[src/rtl/sha256_sched_pkg.sv]
// Shared types and constants for the SHA-256 job scheduler.
package sha256_sched_pkg;

  typedef enum logic [2:0] {
    S_IDLE,
    S_FETCH,
    S_WAIT,
    S_LAUNCH,
    S_RUN,
    S_NEXT,
    S_STATUS
  } sched_state_t;

  localparam int FIELD_W         = 16;
  localparam int DESC_MSG_LSB    = 16;
  localparam int DESC_OUT_LSB    = 0;

  localparam int STATUS_ERR_BIT  = 31;
  localparam int STATUS_JOBS_LSB = 0;

  localparam int DEFAULT_TIMEOUT      = 4096;
  localparam int DEFAULT_NUM_JOBS_MAX = 16;

  // Builds the status word: error flag on top, job count in the low byte.
  function automatic logic [31:0] make_status(input logic err, input logic [7:0] jobs);
    logic [31:0] w;
    w = '0;
    w[STATUS_ERR_BIT] = err;
    w[STATUS_JOBS_LSB +: 8] = jobs;
    return w;
  endfunction

endpackage

[src/rtl/sched_mem_mux.sv]
// 2:1 memory-port multiplexer: the core owns the port while it runs.
module sched_mem_mux (
  input  logic        sel_core,
  input  logic        core_we,
  input  logic [15:0] core_addr,
  input  logic [31:0] core_write_data,
  input  logic        sched_we,
  input  logic [15:0] sched_addr,
  input  logic [31:0] sched_write_data,
  output logic        mem_we,
  output logic [15:0] mem_addr,
  output logic [31:0] mem_write_data
);

  // Select the core request during RUN, otherwise the scheduler's own access.
  always_comb begin
    if (sel_core) begin
      mem_we         = core_we;
      mem_addr       = core_addr;
      mem_write_data = core_write_data;
    end else begin
      mem_we         = sched_we;
      mem_addr       = sched_addr;
      mem_write_data = sched_write_data;
    end
  end

endmodule

[src/rtl/sha256_job_scheduler.sv]
// Walks a descriptor list, launches the hash core per job, writes a status word.
module sha256_job_scheduler
  import sha256_sched_pkg::*;
#(
  parameter int NUM_JOBS_MAX = DEFAULT_NUM_JOBS_MAX,
  parameter int TIMEOUT      = DEFAULT_TIMEOUT
) (
  input  logic        clk,
  input  logic        reset_n,
  input  logic        start,
  input  logic [15:0] desc_addr,
  input  logic [7:0]  num_jobs,
  output logic        done,
  output logic        busy,
  output logic        error,
  output logic [7:0]  jobs_done,
  output logic        mem_clk,
  output logic        mem_we,
  output logic [15:0] mem_addr,
  output logic [31:0] mem_write_data,
  input  logic [31:0] mem_read_data,
  output logic        core_start,
  output logic [15:0] core_message_addr,
  output logic [15:0] core_output_addr,
  input  logic        core_done,
  input  logic        core_mem_we,
  input  logic [15:0] core_mem_addr,
  input  logic [31:0] core_mem_write_data,
  output logic [31:0] core_mem_read_data
);

  localparam logic [7:0]  MAX_JOBS    = 8'(NUM_JOBS_MAX);
  localparam logic [15:0] TIMEOUT_CNT = 16'(TIMEOUT);

  sched_state_t state, state_next;

  logic [15:0] desc_q;
  logic [7:0]  num_q;
  logic [15:0] idx;
  logic [15:0] idx_inc;
  logic [15:0] timer;
  logic        core_done_q;
  logic        core_done_rise;
  logic        bad_count;
  logic        timed_out;

  logic        sched_we;
  logic [15:0] sched_addr;
  logic [31:0] sched_write_data;

  assign mem_clk            = clk;
  assign core_mem_read_data = mem_read_data;
  assign core_start         = (state == S_LAUNCH);
  assign idx_inc            = idx + 16'd1;
  assign core_done_rise     = core_done & ~core_done_q;
  assign bad_count          = (num_jobs == 8'd0) || (num_jobs > MAX_JOBS);
  assign timed_out          = (timer >= TIMEOUT_CNT);

  // State register.
  always_ff @(posedge clk or negedge reset_n) begin
    if (!reset_n) state <= S_IDLE;
    else          state <= state_next;
  end

  // Next-state decode and the scheduler's own memory access.
  always_comb begin
    state_next       = state;
    sched_we         = 1'b0;
    sched_addr       = 16'd0;
    sched_write_data = 32'd0;
    case (state)
      S_IDLE: begin
        if (start) state_next = bad_count ? S_STATUS : S_FETCH;
      end
      S_FETCH: begin
        sched_addr = desc_q + idx;
        state_next = S_WAIT;
      end
      S_WAIT:   state_next = S_LAUNCH;
      S_LAUNCH: state_next = S_RUN;
      S_RUN: begin
        if (core_done_rise) state_next = S_NEXT;
        else if (timed_out) state_next = S_STATUS;
      end
      S_NEXT: begin
        state_next = (idx_inc == {8'd0, num_q}) ? S_STATUS : S_FETCH;
      end
      S_STATUS: begin
        sched_we         = 1'b1;
        sched_addr       = desc_q + {8'd0, num_q};
        sched_write_data = make_status(error, jobs_done);
        state_next       = S_IDLE;
      end
      default: state_next = S_IDLE;
    endcase
  end

  // Batch bookkeeping, job address capture, timeout counter and result flags.
  always_ff @(posedge clk or negedge reset_n) begin
    if (!reset_n) begin
      desc_q            <= 16'd0;
      num_q             <= 8'd0;
      idx               <= 16'd0;
      timer             <= 16'd0;
      core_done_q       <= 1'b0;
      core_message_addr <= 16'd0;
      core_output_addr  <= 16'd0;
      jobs_done         <= 8'd0;
      done              <= 1'b0;
      busy              <= 1'b0;
      error             <= 1'b0;
    end else begin
      core_done_q <= core_done;
      case (state)
        S_IDLE: begin
          if (start) begin
            desc_q    <= desc_addr;
            num_q     <= num_jobs;
            idx       <= 16'd0;
            jobs_done <= 8'd0;
            done      <= 1'b0;
            busy      <= 1'b1;
            error     <= (num_jobs > MAX_JOBS);
          end
        end
        S_WAIT: begin
          core_message_addr <= mem_read_data[DESC_MSG_LSB +: FIELD_W];
          core_output_addr  <= mem_read_data[DESC_OUT_LSB +: FIELD_W];
        end
        S_LAUNCH: timer <= 16'd0;
        S_RUN: begin
          if (timer != 16'hFFFF) timer <= timer + 16'd1;
          if (!core_done_rise && timed_out) error <= 1'b1;
        end
        S_NEXT: begin
          jobs_done <= jobs_done + 8'd1;
          idx       <= idx_inc;
        end
        S_STATUS: begin
          done <= 1'b1;
          busy <= 1'b0;
        end
        default: ;
      endcase
    end
  end

  sched_mem_mux u_mux (
    .sel_core         (state == S_RUN),
    .core_we          (core_mem_we),
    .core_addr        (core_mem_addr),
    .core_write_data  (core_mem_write_data),
    .sched_we         (sched_we),
    .sched_addr       (sched_addr),
    .sched_write_data (sched_write_data),
    .mem_we           (mem_we),
    .mem_addr         (mem_addr),
    .mem_write_data   (mem_write_data)
  );

endmodule
[config.mk]
export PLATFORM = sky130hd
export DESIGN_NAME = sha256_job_scheduler
export DESIGN_NICKNAME = d
export VERILOG_FILES = /design/src/rtl/sha256_sched_pkg.sv /design/src/rtl/sched_mem_mux.sv /design/src/rtl/sha256_job_scheduler.sv
export SDC_FILE = /design/constraint.sdc
export NUM_CORES = 1
export LEC_CHECK = 0
export BUFFER_PORTS_ARGS = -buffer_cell sky130_fd_sc_hd__buf_4
export CORE_ASPECT_RATIO = 2
export CORE_MARGIN = 4
export CORE_UTILIZATION = 40
export CTS_CLUSTER_SIZE = 30
export DETAILED_ROUTE_END_ITERATION = 6
export GPL_ROUTABILITY_DRIVEN = 1
export PLACE_DENSITY_LB_ADDON = 0.15
export REMOVE_ABC_BUFFERS = 1
export SKIP_CTS_REPAIR_TIMING = 1
export SLEW_MARGIN = 20
export SYNTH_ARGS = -nofsm -noshare
export SYNTH_HDL_FRONTEND = slang
export SYNTH_SLANG_ARGS = --single-unit
[constraint.sdc]
create_clock -name clk -period 8.3 [get_ports clk]
set_input_delay 0 -clock clk [delete_from_list [all_inputs] [get_ports clk]]
set_output_delay 0 -clock clk [all_outputs]
set_load 0.01 [all_outputs]
* Word level (Yosys, flattened, before mapping) *
Index checks and enable logic that the tools add are counted.

storage, ports and cells
  bits in registers = 103
  bits of input ports = 109
  output and inout port bits = 126
  logic and storage cells = 73

operators by class
  reduce and logical (&&, ||, !) cells = 15
  $lt $le $gt $ge = 2
  bitwise operators = 2
  equality and inequality tests = 12
  add/subtract/negate cells = 5
  muxes and demuxes = 25

operator list
  operator               count
  $pmux 16 s2            3
  $mux 32                2
  $mux 16                3
  $add 16x1->16 const B  2
  $pmux 3 s6             1
  $add 16x16->16         1
  $add 16x8->16          1
  $eq 16x8->1            1
  $ge 16x13->1 const B   1
  $ne 16x16->1 const B   1
  $pmux 8 s2             1
  $mux 3                 5
  $reduce_and 2->1       5
  $eq 3x3->1 const B     3
  $add 8x1->8 const B    1
  $gt 8x5->1 const B     1
  $logic_not 8->1        1
  $mux 8                 1
  $reduce_bool 2->1      4
  $eq 3x2->1 const B     2
  $mux 1                 6
  $ne 2x2->1 const B     3
  $pmux 1 s2             3
  $eq 3x1->1 const B     1
  8 further kinds        8

* Logic depth before layout (Yosys ltp) *
  word-level depth = 6
  gate-level depth with buffers = 16
  depth with buffers taken out = 14

* Hierarchy *
A second synthesis with hierarchy kept.

second synthesis, totals
  cell total of the unflattened synthesis = 734
  area, all modules = 6727.7 µm²

modules (own cells, without submodules)
  module                cells an instance  instances  area an instance (µm²)
  sha256_job_scheduler  680                1          6089.6
  sched_mem_mux         54                 1          638.1

==> flow_summary_export.csv <==
group,metric,value,unit
synth,syn_inst,725,
floorplanning,ioPinCount,235,
floorplanning,core,15780,um2
critical_path,r2r_setup_slack,5.88,ns
final_layout,instances_no_fill,1176,
critical_path,reg2reg_to,"state[0]",
placed_design,placedCellCount,1099,
critical_path,reg2reg_depth,7,
final_layout,fillers,1415,
critical_path,crit_type,"clk -> out",
synth,synth.largest_area_cell,"dfrtp_1",
synth,ys.flop_type,"dfrtp_1",
power,p_total,2.732,mW
placed_design,place_congestion,0.8763,
floorplanning,die-width,97.71,um
final_layout,area_growth_syn_to_layout,41.67,%
final_layout,final_util,57.80,%
global_routing,grt_max_degree,77,
sta,whs,-0.01295,ns
synth,synthTopCellsByCount,"140 x nand2_1, 103 x dfrtp_1, 53 x o21ai_0, 52 x nor2_1, 37 x buf_4",
global_routing,grt_pass1_vias,6014,
floorplanning,placementRows,65,
route,drt_wl_total,19.28,mm
global_routing,antenna_found_initial,0,
synth,yosysSeqAreaShare,40.04,%
critical_path,cpMostUsedCell,"clkbuf_16",
critical_path,reg2reg_from,"idx[2]",
critical_path,path_cells,"clkbuf_16, clkbuf_16, buf_4",
final_layout,nNetsFinal,1103,
synth,synthDistinctLibCells,60,
final_layout,drive_above_1_share,31.38,%
sta,slew_headroom,33.94,%
sta,grt_setup_unrepaired,"no",
synth,synth-edff-count,0,
route,vias,6083,
outcome,status,"finished with violations",
sta,worstMarginPinSlew,0.9910,ns
sta,finalClockSkew,0.009333,ns
hold_path,hold_path_class,"in -> async",
clock_network,cts_tree,"yes",
floorplanning,die-height,187.4,um
synth,avgSynthCellArea,8.879,um2
route,firstDrtPassIters,4,
global_routing,grt_pass1_wl,29.75,mm
placed_design,dp.final_hpwl,14.04,mm
route,drc_errors,0,
placed_design,port-buffer-count,234,
floorplanning,die_area,18310,um2
final_layout,final_cell_area,9120,um2
final_layout,antenna-diode-count,0,
synth,synth.area.top_cells,"dfrtp_1 40%, nand2_1 8.2%, mux2_2 5.6%, buf_4 4.3%, ha_1 4.3%",
power,powerDensity,299.6,nW/um2
route,drt-wirelength-per-cell,16.40,um
placed_design,place_area,8109,um2
clock_network,cts.reportedPaths.clkPinSlew,0.07,ns
sta,slew_viol_final,0,
critical_path,critPathCaptureType,"output port",
sta,hold_viol,17,
synth,syn_area,6437,um2
power,p_leak,4.474,nW
synth,ys_seq_elements,103,
route,viasPerCell,5.173,
sta,setup_viol,0,
outcome,violations,"negative hold slack",
placed_design,pre_cts_slack,4.031,ns
critical_path,critPathMaxFanout,2,
sta,setup_ws,3.771,ns
global_routing,gr-total-overflow,0,
critical_path,critPathMaxStageDelay,0.13,ns
global_routing,grt_util_all_layers,20.07,%
sta,tns,0,ns
critical_path,slowest_stage,"clkbuf_16",
route,ant_nets,0,
critical_path,critPathRequiredTime,8.30,ns
run,drv_cap,0,
synth,yosys.area.top_type_share,40.04,%
synth,synth_most_common_cell,"nand2_1",
synth,ys_warn_count,0,
floorplanning,start_util,40.80,%
critical_path,critPathLaunchType,"clock port",
synth,ys_async_sr_fraction,100.0,%
final_layout,multiInputGateArea,3433,um2
final_layout,seqCellArea,2577,um2
critical_path,arrival,4.53,ns
power,ir_worst_vdd,0.2421,mV
route,drt_iter0_markers,182,
clock_network,insertion_delay,0.46,ns
## worst max-delay path, delay by kind of cell
kind / cells / cell delay [ns]
buffers and inverters: 3 / 0.38
## cell families after synthesis
logic type	synth area share, %
and+or+nand+nor	23.21
AOI/OAI and AO/OA	13.84
DFF	40.04
buffers and inverters	6.958
xor gates and xnor gates	5.306
muxes	6.064
adders and majority gates	4.587
## final cells by class
type	instances	area share (%)
Inverter	12	0.4939
Clock inverter	4	1.043
Multi-Input combinational cell	543	37.65
Tap cell	201	2.758
Clock buffer	15	3.457
Timing Repair Buffer	298	26.34
Sequential cell	103	28.26
## report_power, final
group	internal, mW	switching (mW)
logic	0.658	0.685
registers	0.675	0.158
clock network	0.360	0.195
## worst max path at each step
stage,from,endpoint,depth (start not counted)
after floorplan,state[0],idx[8],4
final,clk,mem_clk,3
after CTS,clk,mem_clk,3
after global routing,clk,mem_clk,3
after detailed placement,clk,mem_clk,1
after global placement,clk,mem_clk,1
## cell usage in the layout (no fill, tap or decap), drive strengths merged, types with 4 or more instances in the layout
cell / synthesis / layout
nand3: 19 / 19
a31oi: 10 / 10
or3: 4 / 4
and2: 31 / 31
o21ai: 55 / 55
inv: 12 / 12
nand2b: 4 / 4
mux2: 32 / 32
a22o: 13 / 13
xor2: 21 / 21
o21a: 4 / 4
o31ai: 4 / 4
dlygate4sd3: 0 / 58
nor2: 52 / 52
ha: 22 / 22
xnor2: 18 / 18
dfrtp: 103 / 103
nor2b: 5 / 5
nand2: 141 / 141
a21oi: 23 / 23
a21o: 7 / 7
clkbuf: 20 / 14
nand4: 14 / 14
and3: 9 / 9
nor3: 13 / 13
buf: 47 / 241
nor4: 5 / 5
## state kept, by name, summed over array words and instances (netlist names)
register / flops
core_message_addr: 16
core_output_addr: 16
desc_q: 16
idx: 16
timer: 16
jobs_done: 8
num_q: 8
state: 3
busy: 1
core_done_q: 1
done: 1
error: 1
## routing by layer
metal / wire [um] / up-vias / track usage (%)
li1: - / 2966 / -
met5: 0 / - / 0
met4: 639 / 0 / 9.600
met2: 10600 / 240 / 37.63
met3: 1369 / 42 / 5.450
met1: 6670 / 2835 / 20.00
(Power assumes the default switching activity.)
